==> src/rtl/mcs51_pkg.sv <==
// Shared types and constants for the MCS-51 two-level interrupt controller:
// source encoding, vector addresses and IE/IP bit positions.
package mcs51_pkg;

    typedef enum logic [2:0] {
        SRC_INT0   = 3'd0,
        SRC_T0     = 3'd1,
        SRC_INT1   = 3'd2,
        SRC_T1     = 3'd3,
        SRC_SERIAL = 3'd4
    } intc_src_e;

    localparam logic [15:0] VEC_INT0   = 16'h0003;
    localparam logic [15:0] VEC_T0     = 16'h000B;
    localparam logic [15:0] VEC_INT1   = 16'h0013;
    localparam logic [15:0] VEC_T1     = 16'h001B;
    localparam logic [15:0] VEC_SERIAL = 16'h0023;

    localparam int IE_EX0 = 0;
    localparam int IE_ET0 = 1;
    localparam int IE_EX1 = 2;
    localparam int IE_ET1 = 3;
    localparam int IE_ES  = 4;
    localparam int IE_EA  = 7;

    localparam int IP_PX0 = 0;
    localparam int IP_PT0 = 1;
    localparam int IP_PX1 = 2;
    localparam int IP_PT1 = 3;
    localparam int IP_PS  = 4;

    function automatic logic [15:0] src_vec(input intc_src_e src);
        logic [15:0] vec;
        case (src)
            SRC_INT0:   vec = VEC_INT0;
            SRC_T0:     vec = VEC_T0;
            SRC_INT1:   vec = VEC_INT1;
            SRC_T1:     vec = VEC_T1;
            SRC_SERIAL: vec = VEC_SERIAL;
            default:    vec = VEC_INT0;
        endcase
        return vec;
    endfunction

endpackage

==> src/rtl/mcs51_intc_if.sv <==
// Core-side handshake of the interrupt controller: request/vector out,
// acknowledge/RETI in, plus service status.
interface mcs51_intc_if;
    logic        int_ack;
    logic        reti_pulse;
    logic        int_req;
    logic [15:0] int_vector;
    logic        int_prio;
    logic [1:0]  in_service;
    logic        spurious_ack;

    modport master (
        output int_ack, reti_pulse,
        input  int_req, int_vector, int_prio, in_service, spurious_ack
    );

    modport slave (
        input  int_ack, reti_pulse,
        output int_req, int_vector, int_prio, in_service, spurious_ack
    );
endinterface

==> src/rtl/mcs51_intc_sel.sv <==
// Fixed-priority encoder for one priority level: bit 0 (INT0) wins,
// bit 4 (SERIAL) loses.
module mcs51_intc_sel
    import mcs51_pkg::*;
(
    input  logic [4:0]  act_i,
    output logic        valid_o,
    output intc_src_e   src_o,
    output logic [15:0] vec_o
);

    intc_src_e src_s;

    // Pick the lowest-numbered active source and map it to its vector.
    always_comb begin
        valid_o = |act_i;
        if (act_i[0]) begin
            src_s = SRC_INT0;
        end else if (act_i[1]) begin
            src_s = SRC_T0;
        end else if (act_i[2]) begin
            src_s = SRC_INT1;
        end else if (act_i[3]) begin
            src_s = SRC_T1;
        end else if (act_i[4]) begin
            src_s = SRC_SERIAL;
        end else begin
            src_s = SRC_INT0;
        end
        src_o = src_s;
        vec_o = src_vec(src_s);
    end

endmodule

==> src/rtl/mcs51_intc.sv <==
// Two-level MCS-51 interrupt controller: registered request/vector/priority,
// per-level in-service tracking, flag-clear pulses and post-RETI hold-off.
module mcs51_intc
    import mcs51_pkg::*;
#(
    parameter int RETI_HOLDOFF = 2,
    parameter int NUM_SRC      = 5
) (
    input  logic         clk,
    input  logic         reset_n,
    mcs51_intc_if.slave  core,
    input  logic [7:0]   ie,
    input  logic [7:0]   ip,
    input  logic         flag_ie0,
    input  logic         flag_tf0,
    input  logic         flag_ie1,
    input  logic         flag_tf1,
    input  logic         flag_ri,
    input  logic         flag_ti,
    input  logic         it0,
    input  logic         it1,
    output logic         clr_ie0,
    output logic         clr_tf0,
    output logic         clr_ie1,
    output logic         clr_tf1
);

    localparam int HOLD_W = (RETI_HOLDOFF > 1) ? $clog2(RETI_HOLDOFF + 1) : 1;

    logic [NUM_SRC-1:0] act_s, hi_act_s, lo_act_s;
    logic               hi_vld_s, lo_vld_s, ack_ok_s;
    intc_src_e          hi_src_s, lo_src_s;
    logic [15:0]        hi_vec_s, lo_vec_s;
    logic [1:0]         is_reti_s;
    logic               unused_s;

    logic              int_req_d, int_req_q;
    logic [15:0]       int_vector_d, int_vector_q;
    logic              int_prio_d, int_prio_q;
    intc_src_e         src_d, src_q;
    logic [1:0]        in_service_d, in_service_q;
    logic [HOLD_W-1:0] hold_d, hold_q;
    logic              spurious_d, spurious_q;
    logic              clr_ie0_d, clr_ie0_q, clr_tf0_d, clr_tf0_q;
    logic              clr_ie1_d, clr_ie1_q, clr_tf1_d, clr_tf1_q;

    assign act_s    = {flag_ri | flag_ti, flag_tf1, flag_ie1, flag_tf0, flag_ie0}
                    & ie[NUM_SRC-1:0] & {NUM_SRC{ie[IE_EA]}};
    assign hi_act_s = act_s & ip[NUM_SRC-1:0];
    assign lo_act_s = act_s & ~ip[NUM_SRC-1:0];
    assign unused_s = ^{ie[6:5], ip[7:5]};

    mcs51_intc_sel u_sel_hi (
        .act_i   (hi_act_s),
        .valid_o (hi_vld_s),
        .src_o   (hi_src_s),
        .vec_o   (hi_vec_s)
    );

    mcs51_intc_sel u_sel_lo (
        .act_i   (lo_act_s),
        .valid_o (lo_vld_s),
        .src_o   (lo_src_s),
        .vec_o   (lo_vec_s)
    );

    // Next-state: RETI before ACK, then pick against the post-update
    // in-service state so an acked level is masked in the following cycle.
    always_comb begin
        ack_ok_s = core.int_ack & int_req_q;

        if (core.reti_pulse && in_service_q[1]) begin
            is_reti_s = {1'b0, in_service_q[0]};
        end else if (core.reti_pulse && in_service_q[0]) begin
            is_reti_s = 2'b00;
        end else begin
            is_reti_s = in_service_q;
        end

        if (ack_ok_s) begin
            in_service_d = is_reti_s | (int_prio_q ? 2'b10 : 2'b01);
        end else begin
            in_service_d = is_reti_s;
        end

        if (core.reti_pulse) begin
            hold_d = HOLD_W'(RETI_HOLDOFF);
        end else if (hold_q != {HOLD_W{1'b0}}) begin
            hold_d = hold_q - {{(HOLD_W-1){1'b0}}, 1'b1};
        end else begin
            hold_d = hold_q;
        end

        int_req_d    = 1'b0;
        int_vector_d = int_vector_q;
        int_prio_d   = int_prio_q;
        src_d        = src_q;
        if (hold_d != {HOLD_W{1'b0}}) begin
            int_req_d = 1'b0;
        end else if (hi_vld_s && !in_service_d[1]) begin
            int_req_d    = 1'b1;
            int_vector_d = hi_vec_s;
            int_prio_d   = 1'b1;
            src_d        = hi_src_s;
        end else if (lo_vld_s && (in_service_d == 2'b00)) begin
            int_req_d    = 1'b1;
            int_vector_d = lo_vec_s;
            int_prio_d   = 1'b0;
            src_d        = lo_src_s;
        end else begin
            int_req_d = 1'b0;
        end

        // External-interrupt flags are only hardware-cleared when edge-triggered.
        clr_ie0_d  = ack_ok_s & (src_q == SRC_INT0) & it0;
        clr_tf0_d  = ack_ok_s & (src_q == SRC_T0);
        clr_ie1_d  = ack_ok_s & (src_q == SRC_INT1) & it1;
        clr_tf1_d  = ack_ok_s & (src_q == SRC_T1);
        spurious_d = spurious_q | (core.int_ack & ~int_req_q);
    end

    // State and output registers.
    always_ff @(posedge clk or negedge reset_n) begin
        if (!reset_n) begin
            int_req_q    <= 1'b0;
            int_vector_q <= 16'h0000;
            int_prio_q   <= 1'b0;
            src_q        <= SRC_INT0;
            in_service_q <= 2'b00;
            hold_q       <= {HOLD_W{1'b0}};
            spurious_q   <= 1'b0;
            clr_ie0_q    <= 1'b0;
            clr_tf0_q    <= 1'b0;
            clr_ie1_q    <= 1'b0;
            clr_tf1_q    <= 1'b0;
        end else begin
            int_req_q    <= int_req_d;
            int_vector_q <= int_vector_d;
            int_prio_q   <= int_prio_d;
            src_q        <= src_d;
            in_service_q <= in_service_d;
            hold_q       <= hold_d;
            spurious_q   <= spurious_d;
            clr_ie0_q    <= clr_ie0_d;
            clr_tf0_q    <= clr_tf0_d;
            clr_ie1_q    <= clr_ie1_d;
            clr_tf1_q    <= clr_tf1_d;
        end
    end

    assign core.int_req      = int_req_q;
    assign core.int_vector   = int_vector_q;
    assign core.int_prio     = int_prio_q;
    assign core.in_service   = in_service_q;
    assign core.spurious_ack = spurious_q;
    assign clr_ie0           = clr_ie0_q;
    assign clr_tf0           = clr_tf0_q;
    assign clr_ie1           = clr_ie1_q;
    assign clr_tf1           = clr_tf1_q;

endmodule

==> src/flat_wrapper.sv <==
// flat-port wrapper written by rule: the top's interface ports become plain ports
module mcs51_intc_flat import mcs51_pkg::*;
#(
    parameter int RETI_HOLDOFF = 2,
    parameter int NUM_SRC      = 5
)
  (clk, reset_n, ie, ip, flag_ie0, flag_tf0, flag_ie1, flag_tf1, flag_ri, flag_ti, it0, it1, clr_ie0, clr_tf0, clr_ie1, clr_tf1, core_int_ack, core_reti_pulse, core_int_req, core_int_vector, core_int_prio, core_in_service, core_spurious_ack);
  mcs51_intc_if core_i ();
  input  logic clk;
  input  logic reset_n;
  input  logic [7:0] ie;
  input  logic [7:0] ip;
  input  logic flag_ie0;
  input  logic flag_tf0;
  input  logic flag_ie1;
  input  logic flag_tf1;
  input  logic flag_ri;
  input  logic flag_ti;
  input  logic it0;
  input  logic it1;
  output logic clr_ie0;
  output logic clr_tf0;
  output logic clr_ie1;
  output logic clr_tf1;
  input wire logic [$bits(core_i.int_ack)-1:0] core_int_ack;
  input wire logic [$bits(core_i.reti_pulse)-1:0] core_reti_pulse;
  output wire logic [$bits(core_i.int_req)-1:0] core_int_req;
  output wire logic [$bits(core_i.int_vector)-1:0] core_int_vector;
  output wire logic [$bits(core_i.int_prio)-1:0] core_int_prio;
  output wire logic [$bits(core_i.in_service)-1:0] core_in_service;
  output wire logic [$bits(core_i.spurious_ack)-1:0] core_spurious_ack;
  assign core_i.int_ack = core_int_ack;
  assign core_i.reti_pulse = core_reti_pulse;
  assign core_int_req = core_i.int_req;
  assign core_int_vector = core_i.int_vector;
  assign core_int_prio = core_i.int_prio;
  assign core_in_service = core_i.in_service;
  assign core_spurious_ack = core_i.spurious_ack;
  mcs51_intc #(.RETI_HOLDOFF(RETI_HOLDOFF), .NUM_SRC(NUM_SRC)) u_core (.clk(clk), .reset_n(reset_n), .core(core_i), .ie(ie), .ip(ip), .flag_ie0(flag_ie0), .flag_tf0(flag_tf0), .flag_ie1(flag_ie1), .flag_tf1(flag_tf1), .flag_ri(flag_ri), .flag_ti(flag_ti), .it0(it0), .it1(it1), .clr_ie0(clr_ie0), .clr_tf0(clr_tf0), .clr_ie1(clr_ie1), .clr_tf1(clr_tf1));
endmodule
==> config.mk <==
export PLATFORM = sky130hd
export DESIGN_NAME = mcs51_intc_flat
export DESIGN_NICKNAME = d
export VERILOG_FILES = /design/src/rtl/mcs51_pkg.sv /design/src/rtl/mcs51_intc_if.sv /design/src/rtl/mcs51_intc_sel.sv /design/src/rtl/mcs51_intc.sv /design/src/flat_wrapper.sv
export SDC_FILE = /design/constraint.sdc
export NUM_CORES = 1
export LEC_CHECK = 0
export BUFFER_PORTS_ARGS = -buffer_cell sky130_fd_sc_hd__buf_4
export CAP_MARGIN = 20
export CORE_MARGIN = 2
export CORE_UTILIZATION = 40
export DETAILED_ROUTE_END_ITERATION = 10
export HOLD_SLACK_MARGIN = 0.05
export PLACE_DENSITY = 0.74
export SETUP_SLACK_MARGIN = 0.02
export SLEW_MARGIN = 10
export SYNTH_ARGS = -nofsm -noshare
export SYNTH_HDL_FRONTEND = slang
export SYNTH_SLANG_ARGS = --single-unit
==> constraint.sdc <==
create_clock -name clk -period 1.4 [get_ports clk]
set_input_delay 0.28 -clock clk [delete_from_list [all_inputs] [get_ports clk]]
set_output_delay 0.28 -clock clk [all_outputs]
set_load 0.01 [all_outputs]
* Word level (Yosys, flattened, before mapping)
Index checks and enable logic that the tools add are counted.
** Cells by class
- Add/subtract/negate cells :: 1
- Equal/unequal tests :: 11
- Mux-type cells :: 27
- Bitwise logic cells :: 18
- Reductions and logical operators :: 13
** Operators by type and width (number)
- $pmux W6 S4 :: 2
- $mux W3 :: 12
- $mux W16 :: 2
- $and A5 B5 Y5 :: 4
- $eq A3 B2 Y1 const B :: 6
- $mux W2 :: 6
- $reduce_or A5 Y1 :: 2
- $eq A3 B1 Y1 const B :: 3
- $and A1 B1 Y1 :: 8
- $eq A3 B3 Y1 const B :: 2
- $reduce_bool A2 Y1 :: 3
- $mux W1 :: 5
- $not A5 Y5 :: 1
- $logic_and A1 B1 Y1 :: 4
- $logic_not A3 Y1 :: 1
- $logic_not A2 Y1 :: 1
- $not A1 Y1 :: 2
- $or A1 B1 Y1 :: 2
- $or A2 B2 Y2 :: 1
- $reduce_and A2 Y1 :: 1
- $sub A2 B1 Y2 const B :: 1
- $logic_not A1 Y1 :: 1
** Word-level totals
- Register bits :: 30
- Word-level logic and storage cells :: 81

* Logic depth before layout (Yosys ltp)
Gate-level depths: netlist of the first run.
- Depth in word-level cells :: 13
- Mapped depth :: 7

* By module
From an unflattened synthesis of the first run, not the netlist that was laid out.
** Second synthesis, totals
- Cells, all modules :: 167
- Area total of the unflattened synthesis :: 1795.5 um2
** Modules (own cells, without submodules)
- mcs51_intc :: times used 1, cells an instance 115, area an instance 1455.1 um2, sequential area each 750.7 um2
- mcs51_intc_sel :: times used 2, cells an instance 26, area an instance 170.2 um2, sequential area each 0.0 um2

* Worst setup path after synthesis of the first run
No wires, ideal clock.
- Path type :: flip-flop to flip-flop
- Start :: reg u_core.int_prio_q, in the netlist u_core.core.int_prio
- End :: reg u_core.int_vector_q[3], in the netlist u_core.core.int_vector[3]
- Library setup time :: 124 ps
- Arrival time :: 1372 ps
- Data required time :: 1276 ps
- Setup slack :: -96 ps
- Stages on the path, launching flop included :: 5
- Path buffers :: 0
- Clock period less this slack :: 1496 ps
- Path through :: dfrtp_1 -> a32oi_4 -> o21ai_4 -> a21o_4 -> a211o_1
** On the way
- Cells in the longest elaborated chain, start to end :: 7
- Elaborated cells on any way between the ends :: 10
** Ends and longest elaborated chain
- start, declared :: line mcs51_intc.sv:39 : logic int_prio_d, int_prio_q;
- start signal, assigned :: line mcs51_intc.sv:139 : int_prio_q <= int_prio_d;
- $mux W2 * :: line mcs51_intc.sv:81 : in_service_d = is_reti_s | (int_prio_q ? 2'b10 : 2'b01);
- $or A2 B2 Y2 * :: line mcs51_intc.sv:81
- $mux W2 * :: line mcs51_intc.sv:80 : if (ack_ok_s) begin
- $logic_not A2 Y1 / $logic_not A1 Y1 (equally long branches) :: line mcs51_intc.sv:105, mcs51_intc.sv:100
- $logic_and A1 B1 Y1 (on tied branches) :: line mcs51_intc.sv:105, mcs51_intc.sv:100
- $reduce_bool A2 Y1 (no source line)
- $reduce_and A2 Y1 (no source line)
- end signal, assigned :: line mcs51_intc.sv:138 : int_vector_q <= int_vector_d;
- end, declared :: line mcs51_intc.sv:38 : logic [15:0] int_vector_d, int_vector_q;
Every way passes the cells marked *; elsewhere a longest branch is shown, timed or not.
A chain may end at the register's enable or synchronous reset.

* Worst setup path after layout of the first run
- Start :: reg u_core.in_service_q[1], in the netlist u_core.core.in_service[1]
- End :: reg u_core.src_q[0]
** On the way
- Cells in the longest elaborated chain, start to end :: 8
- Elaborated cells on any way between the ends :: 12
** Ends and longest elaborated chain
- start, declared :: line mcs51_intc.sv:41 : logic [1:0] in_service_d, in_service_q;
- start signal, assigned :: line mcs51_intc.sv:141 : in_service_q <= in_service_d;
- $mux W2 / $logic_and A1 B1 Y1 (equally long branches) :: line mcs51_intc.sv:74, mcs51_intc.sv:72
- $mux W2 * :: line mcs51_intc.sv:72 : if (core.reti_pulse && in_service_q[1]) begin
- $or A2 B2 Y2 :: line mcs51_intc.sv:81
- $mux W2 * :: line mcs51_intc.sv:80
- $logic_not A2 Y1 / $logic_not A1 Y1 (equally long branches) :: line mcs51_intc.sv:105, mcs51_intc.sv:100
- $logic_and A1 B1 Y1 (on tied branches) :: line mcs51_intc.sv:105, mcs51_intc.sv:100
- $reduce_bool A2 Y1 (no source line)
- $reduce_and A2 Y1 (no source line)
- end signal, assigned :: line mcs51_intc.sv:140 : src_q <= src_d;
- end, declared :: line mcs51_intc.sv:40 : intc_src_e src_d, src_q;
Marked as above.

==> flow_summary.yaml, run 1 <==
status:
  outcome: "finished with violations"
  violations: "setup timing"
finish:
  antennaDiodeCount: 0
  register_area_um2: 453
  n_fill_cell: 234
  area_delta_synth_final_pct: 35.7
  nets: 174
  drive_gt1_share_pct: 42.8
  stdcell_count: 175
  multi_input_area_um2: 522
cts:
  clockBufferDepth: 2
  cts.sinks: 18
  numCtsBuffers: 3
  cts_tree: "done"
  cts_htree_levels: 1
  insertion_delay_ps: 290
  root_buffer: "clkbuf_4"
  clkTransAtPathRegs_ps: 100
route:
  routedWlPerCell_um: 11.9
  drtIter0Drc: 12
  drc_errors: 0
  drt_first_pass_iters: 4
  via_per_inst: 4.93
  postRouteAntennaNets: 0
  num_vias: 863
  wirelength_um: 2080
pwr:
  leakage_uw: 0.000699
  total_power_uw: 1300
  peakVddDrop_mv: 0.610
  powerDensity_nw_per_um2: 904
synth:
  synth_cell_types: 38
  synth_ff_type: "dfrtp_1"
  yosys_register_bits: 18
  avgSynthCellArea_um2: 10.9
  synth_area_leaders: "dfrtp_1, buf_4, a32oi_4"
  synth_edf_count: 0
  async_flop_share_pct: 100
  ys_seq_area_share_pct: 42.6
  yosys_warnings: 0
  yosysMostFrequentCell: "dfrtp_1"
  synth_area_um2: 1060
  netlist_instances: 97
  synth_common_cells: "dfrtp_1, buf_4, inv_1, nand2_1, nor2_1"
  synth_top_area_cell: "dfrtp_1"
  yosysTopAreaCellShare_pct: 42.6
timing:
  whs_ps: 159
  skew_ps: 1.01
  setup_violations: 6
  period_needed_ps: 1480
  max_freq_mhz: 674
  hold_viol: 0
  setup_tns_ps: -338
  post-route-period-util_pct: 106
  layout_setup_ws_ps: -83.7
  grt_setup_unrepaired: "true"
  drv_slew: 0
global_routing:
  grt_overflow_total: 0
  antenna_found_initial: 0
  grt_pass1_vias: 835
  grt_pass1_wl_um: 3550
  grt_max_degree: 19
  grtUsageTotal_pct: 14.2
worst_setup_path:
  crit_type: "register to register"
  cp.arrival_ps: 1670
  critPathMaxFanout: 5
  required_ps: 1580
  start_kind: "register"
  endpoint_kind: "register"
floorplanning:
  io_pins: 53
  row_count: 18
  die_w_um: 55.4
  coreArea_um2: 2500
  die_height_um: 55.4
  initial_core_util_pct: 42.3
  die_area_um2: 3070
hold_path:
  hold_path.class: "primary input to register"
placed_design:
  hpwl_um: 1700
  placement.io_buffers: 36
  gp_congestion: 0.730
  placedCellCount: 167
job:
  cap_violations: 0
state kept, by name, indices dropped and copies added, names as in the netlist:
register / count
u_core.clr_tf0: 1
u_core.core.spurious_ack: 1
u_core.hold_q: 2
u_core.core.in_service: 2
u_core.clr_ie1: 1
u_core.clr_ie0: 1
u_core.core.int_req: 1
u_core.core.int_vector: 4
u_core.core.int_prio: 1
u_core.clr_tf1: 1
u_core.src_q: 3
final cells by class:
| cell class | count | area share (%) |
|---|---|---|
| multi-input cells | 69 | 36.3 |
| flip-flops and latches | 18 | 31.5 |
| repair buffers | 47 | 25.0 |
| well taps | 30 | 2.61 |
| clock buffers | 4 | 2.53 |
| inverters | 7 | 2.00 |
power by group:
| group | switching, uW | internal (uW) | total, uW |
|---|---|---|---|
| logic | 159 | 194 | 353 |
| registers | 52.5 | 581 | 634 |
| clock network | 154 | 158 | 312 |
worst paths after layout:
check	from	end	slack (ps)	cells after the start
max in group asynchronous	reset_n	u_core.core.int_req	810	2
hold / removal	core_reti_pulse	u_core.hold_q[0]	160	2
setup / recovery	u_core.core.in_service[1]	u_core.src_q[0]	-80	5
min in group asynchronous	reset_n	u_core.core.in_service[0]	380	2
hold reg to reg	u_core.hold_q[0]	u_core.hold_q[0]	440	1
setup reg to reg	u_core.core.in_service[1]	u_core.src_q[0]	-80	5
critical path, stage by stage, from the launching register on:
cell	delay (ps)
dfrtp_2	450
buf_6	130
a32oi_4	190
o21ai_4	110
a21o_4	240
a211o_1	250
stage by stage:
step / setup WS [ps] / cell area, um2 / util [%]
detailed placement: -180 / 1360 / 54.3
floorplan: -34.4 / 1100 / -
finish: -83.7 / 1440 / 57.5
CTS: -80.9 / 1420 / 56.6
global placement: -152 / 1360 / 54.3
global route: -120 / 1440 / 57.5
cell usage in the layout (no fill, tap or decap), drive strengths merged, types with 3 or more instances in the layout:
master  netlist  layout
a211o         3       3
buf          13      46
clkbuf        0       4
conb          1      11
dfrtp        18      18
inv           7       7
nand2         6       6
nand4b        4       4
nor2          6       6
o211ai        3       3
o21a          3       3
o21ai         6       6
layer usage:
metal	part of all wire, %	global-route usage, %
met2	50	25.0
met1	41	16.8
met3	6.8	3.04
met5	0	0
met4	2.0	5.23
logic make-up (layout without fill, tap and decap cells):
logic type,count (synthesis),after routing,synth area share [%]
flops,18,18,42.6
other cells,1,11,0.354
buf+inv,20,58,12.3
simple gates,33,33,23.9
compound gates,23,23,19.0
mux,2,2,1.89
what timing repair did:
action | in CTS | in global routing
setup buffers | 1 | 2
pin swaps | 3 | 2
cloned | 0 | 0
hold endpoints to repair | 18 | 0
hold buffers | 1 | 0
gates resized for setup | 2 | 1
endpoints found under the setup margin | 6 | 6
Power figures use the tool's default switching activity.
==> inputs of run 2 (changes only) <==
--- a/config.mk
+++ b/config.mk
@@ -8,12 +8,15 @@
 export BUFFER_PORTS_ARGS = -buffer_cell sky130_fd_sc_hd__buf_4
 export CAP_MARGIN = 20
 export CORE_MARGIN = 2
-export CORE_UTILIZATION = 40
+export CORE_UTILIZATION = 42
+export CTS_BUF_LIST = sky130_fd_sc_hd__clkbuf_2 sky130_fd_sc_hd__clkbuf_4 sky130_fd_sc_hd__clkbuf_8
 export DETAILED_ROUTE_END_ITERATION = 10
 export HOLD_SLACK_MARGIN = 0.05
-export PLACE_DENSITY = 0.74
+export MAX_ROUTING_LAYER = met4
+export PLACE_DENSITY = 0.77
 export SETUP_SLACK_MARGIN = 0.02
 export SLEW_MARGIN = 10
 export SYNTH_ARGS = -nofsm -noshare
 export SYNTH_HDL_FRONTEND = slang
 export SYNTH_SLANG_ARGS = --single-unit
+export TNS_END_PERCENT = 20
==> flow_summary.yaml, run 2 (synthesis results as in run 1) <==
placed_design:
  dp_slack_ps: -161
  hpwl_um: 1700
  gp_congestion: 0.722
  placement.io_buffers: 36
route:
  num_vias: 854
  wirelength_um: 2030
  drc_errors: 0
  via_per_inst: 4.88
  postRouteAntennaNets: 0
  drt_first_pass_iters: 3
  routedWlPerCell_um: 11.6
  drtIter0Drc: 1
timing:
  max_freq_mhz: 687
  setup_tns_ps: -239
  setup_violations: 6
  layout_setup_ws_ps: -55.3
  whs_ps: 159
  skew_ps: 3.10
  post-route-period-util_pct: 104
  hold_viol: 0
  grt_setup_unrepaired: "true"
  drv_slew: 0
  period_needed_ps: 1460
floorplanning:
  initial_core_util_pct: 43.5
  die_w_um: 54.2
  row_count: 18
  io_pins: 53
  coreArea_um2: 2430
  die_area_um2: 2940
  die_height_um: 54.2
cts:
  clockBufferDepth: 2
  clkTransAtPathRegs_ps: 100
  cts_htree_levels: 1
  insertion_delay_ps: 290
  cts_tree: "done"
  cts.sinks: 18
  root_buffer: "clkbuf_4"
  numCtsBuffers: 3
global_routing:
  antenna_found_initial: 0
  grt_pass1_vias: 824
  grt_pass1_wl_um: 3330
  grt_max_degree: 19
  grt_overflow_total: 0
  grtUsageTotal_pct: 16.2
worst_setup_path:
  endpoint_kind: "register"
  crit_family: "compound AO/OA/AOI/OAI gates"
  worst-path-stages: 5
  rr_worst_depth: 5
  required_ps: 1580
  cp.arrival_ps: 1640
  start_kind: "register"
  crit_type: "register to register"
  cp_cell_sequence: "buf_6 -> a32oi_4 -> o21ai_4 -> a21o_4 -> a211o_1"
  crit_buf_inv: 1
  slowest_delay_ps: 440
  slowest_stage: "dfrtp_2"
  critPathMaxFanout: 5
finish:
  final_common_cell: "buf_4"
  final_util_pct: 58.9
  final_cell_mix: "buf_4, dfrtp_1, conb_1"
  antennaDiodeCount: 0
  largest_reg_flops: 4
  drive_gt1_share_pct: 42.1
  area_delta_synth_final_pct: 35.3
  nets: 174
pwr:
  powerDensity_nw_per_um2: 906
  leakage_uw: 0.000698
  peakVddDrop_mv: 0.560
  seqPwrFrac_pct: 48.8
  p_comb_share_pct: 27.3
  switching_share_pct: 28.1
  clkPwrFrac_pct: 23.9
  p_int_uw: 934
  p_sw_uw: 364
job:
  cap_violations: 0
status:
  violations: "setup timing"
  outcome: "finished with violations"
hold_path:
  hold_depth: 2
  hold_path.class: "primary input to register"
-- run 2: cell count changes in the layout (fill, tap and decap cells not counted) --
cell,delta
inv_4,-1
nor4_1,+1
nor4_2,-1
inv_6,+1
-- run 2: routing by layer --
metal | part of all wire [%] | GRT usage [%] | up-vias
li1 | - | - | 426
met1 | 41 | 17.3 | 396
met2 | 52 | 28.9 | 32
met3 | 6.8 | 3.33 | 0
met4 | 0 | 6.25 | 0
met5 | 0 | - | -
-- run 2: repair_timing --
action | CTS | global route
gates cloned | 0 | 0
pin swaps | 2 | 0
endpoints found under the setup margin | 6 | 6
buffers inserted | 2 | 0
hold buffers | 1 | 0
gates resized for setup | 2 | 1
endpoints found under the hold margin | 18 | 0
-- run 2: path summary, 6_finish.rpt --
path | start | endpoint | slack [ps]
worst max-delay path | u_core.core.in_service[1] | u_core.src_q[0] | -60
worst min-delay path | core_reti_pulse | u_core.hold_q[0] | 160
worst max register to register | u_core.core.in_service[1] | u_core.src_q[0] | -60
worst min register to register | u_core.hold_q[0] | u_core.hold_q[0] | 440
max in group asynchronous | reset_n | u_core.core.int_req | 800
min in group asynchronous | reset_n | u_core.src_q[2] | 390
-- run 2: layout make-up --
cell class	count	area (um2)
Clock buffer	4	36.3
Sequential cell	18	453
Inverter	7	31.3
Tap cell	30	37.5
Multi-Input combinational cell	69	515
Timing Repair Buffer	47	359
Fill cell	218	1000
-- run 2: per-stage QoR --
stage                     std cells  total power, uW  area, um2
after floorplan                 107              832       1100
after global placement          168              975       1370
after detailed placement        168              991       1370
after CTS                       175             1310       1430
after global routing            175             1380       1430
final                           175             1300       1430
-- run 2: power by group through the flow --
stage          Clock, uW  Combinational, uW  Sequential (uW)
2_1_floorplan          0                175              657
3_3_place_gp           0                333              642
3_5_place_dp           0                344              647
4_1_cts              324                357              635
5_1_grt              354                388              642
6_report             310                354              634
==> inputs of run 3 (changes only) <==
--- a/config.mk
+++ b/config.mk
@@ -13,8 +13,8 @@
 export DETAILED_ROUTE_END_ITERATION = 10
 export HOLD_SLACK_MARGIN = 0.05
 export MAX_ROUTING_LAYER = met4
-export PLACE_DENSITY = 0.77
-export SETUP_SLACK_MARGIN = 0.02
+export PLACE_DENSITY = 0.8
+export SETUP_SLACK_MARGIN = 0.5
 export SLEW_MARGIN = 10
 export SYNTH_ARGS = -nofsm -noshare
 export SYNTH_HDL_FRONTEND = slang
==> flow_summary.yaml, run 3 (synthesis results as in run 1) <==
worst_setup_path:
  crit_buf_inv: 0
  required_ps: 1580
  slowest_stage: "dfrtp_2"
  crit_type: "register to register"
  critPathMaxFanout: 5
  start_kind: "register"
  cp.arrival_ps: 1610
  crit_family: "compound AO/OA/AOI/OAI gates"
  cp_cell_sequence: "a32oi_4 -> o21ai_4 -> a21o_4 -> a211o_1"
  endpoint_kind: "register"
  worst-path-stages: 4
  slowest_delay_ps: 450
  timing.reg2reg.setup_slack_ps: -30
  rr_worst_depth: 4
cts:
  clockBufferDepth: 2
  numCtsBuffers: 3
  clkTransAtPathRegs_ps: 100
  cts_tree: "done"
  cts_htree_levels: 1
  insertion_delay_ps: 280
  cts.sinks: 18
  root_buffer: "clkbuf_4"
floorplanning:
  coreArea_um2: 2430
  die_area_um2: 2940
  io_pins: 53
  row_count: 18
  die_height_um: 54.2
  die_w_um: 54.2
  initial_core_util_pct: 43.5
placed_design:
  dp_slack_ps: -176
  placement.io_buffers: 36
  gp_congestion: 0.708
  hpwl_um: 1630
  placedCellCount: 168
  place_area_um2: 1370
status:
  outcome: "finished with violations"
  violations: "setup timing"
finish:
  stdcell_count: 175
  design_area_um2: 1490
  final_cell_mix: "buf_4, dfrtp_1, buf_6"
  drive_gt1_share_pct: 44.1
  nets: 174
  final_common_cell: "buf_4"
  largest_reg_flops: 4
  antennaDiodeCount: 0
  area_delta_synth_final_pct: 41.0
route:
  drtIter0Drc: 10
  routedWlPerCell_um: 11.6
  drc_errors: 0
  wirelength_um: 2030
  num_vias: 861
  postRouteAntennaNets: 0
  via_per_inst: 4.92
  drt_first_pass_iters: 4
pwr:
  total_power_uw: 1330
  seqPwrFrac_pct: 48.8
  clkPwrFrac_pct: 23.0
  peakVddDrop_mv: 0.479
  p_comb_share_pct: 28.2
  leakage_uw: 0.000712
  p_sw_uw: 371
  powerDensity_nw_per_um2: 891
  p_int_uw: 958
  switching_share_pct: 27.9
timing:
  max_freq_mhz: 699
  period_needed_ps: 1430
  layout_setup_ws_ps: -30.4
  grt_setup_unrepaired: "true"
  hold_viol: 0
  setup_tns_ps: -67.4
  skew_ps: 1.55
  drv_slew: 0
  post-route-period-util_pct: 102
  setup_violations: 3
job:
  cap_violations: 0
hold_path:
  hold_path.class: "primary input to register"
  hold_depth: 2
global_routing:
  grt_pass1_wl_um: 3450
  grt_pass1_vias: 831
  grt_max_degree: 19
  antenna_found_initial: 0
  grt_overflow_total: 0
  grtUsageTotal_pct: 16.7
run 3: changes by cell type in the layout (fill, tap and decap cells not counted), moves of 2 or more:
cell,delta
buf_4,-12
buf_6,+12
o21ai_0,-2
o21ai_1,+2
run 3: through the flow:
stage               util (%)  hold WS, ps
floorplan                  -        -15.6
global placement        56.1          153
detailed placement      56.1          157
CTS                     61.0          149
global route            61.4          137
finish                  61.4          164
run 3: worst register-to-register path, delay by kind of cell, from the launching register on:
family,cells,cell delay [ps]
AOI/OAI and AO/OA,4,870
DFF,1,450
run 3: power groups by stage:
stage | clock network [uW] | logic, uW | registers [uW]
6_report | 306 | 375 | 649
5_1_grt | 349 | 416 | 657
4_1_cts | 321 | 376 | 645
3_5_place_dp | 0 | 338 | 644
3_3_place_gp | 0 | 330 | 642
2_1_floorplan | 0 | 176 | 657
run 3: what timing repair did:
item,in CTS,in global routing
hold endpoints to repair,18,0
buffers inserted,2,0
gates resized for setup,17,3
setup endpoints to repair,28,29
cloned,0,0
pin swaps,3,1
hold buffers,1,0
run 3: worst paths after layout:
| path | start | endpoint |
|---|---|---|
| hold reg to reg | u_core.hold_q[0] | u_core.hold_q[0] |
| setup reg to reg | u_core.core.int_req | u_core.core.int_vector[3] |
| max in group asynchronous | reset_n | u_core.core.in_service[1] |
| setup / recovery | u_core.core.int_req | u_core.core.int_vector[3] |
| min in group asynchronous | reset_n | u_core.core.spurious_ack |
| hold / removal | core_reti_pulse | u_core.hold_q[0] |
run 3: cell type report:
class | count | area [um2]
Fill cell | 197 | 940
Clock buffer | 4 | 36.3
Tap cell | 30 | 37.5
Multi-Input combinational cell | 69 | 533
Sequential cell | 18 | 453
Timing Repair Buffer | 47 | 404
Inverter | 7 | 28.8
run 3: per-layer routing:
metal  wire length [um]  GRT usage, %  part of all wire (%)
met2               1040          29.9                    51
met1                860          19.1                    42
met3                127          1.67                   6.3
met5                  0             -                     0
met4                  6          6.25                  0.30
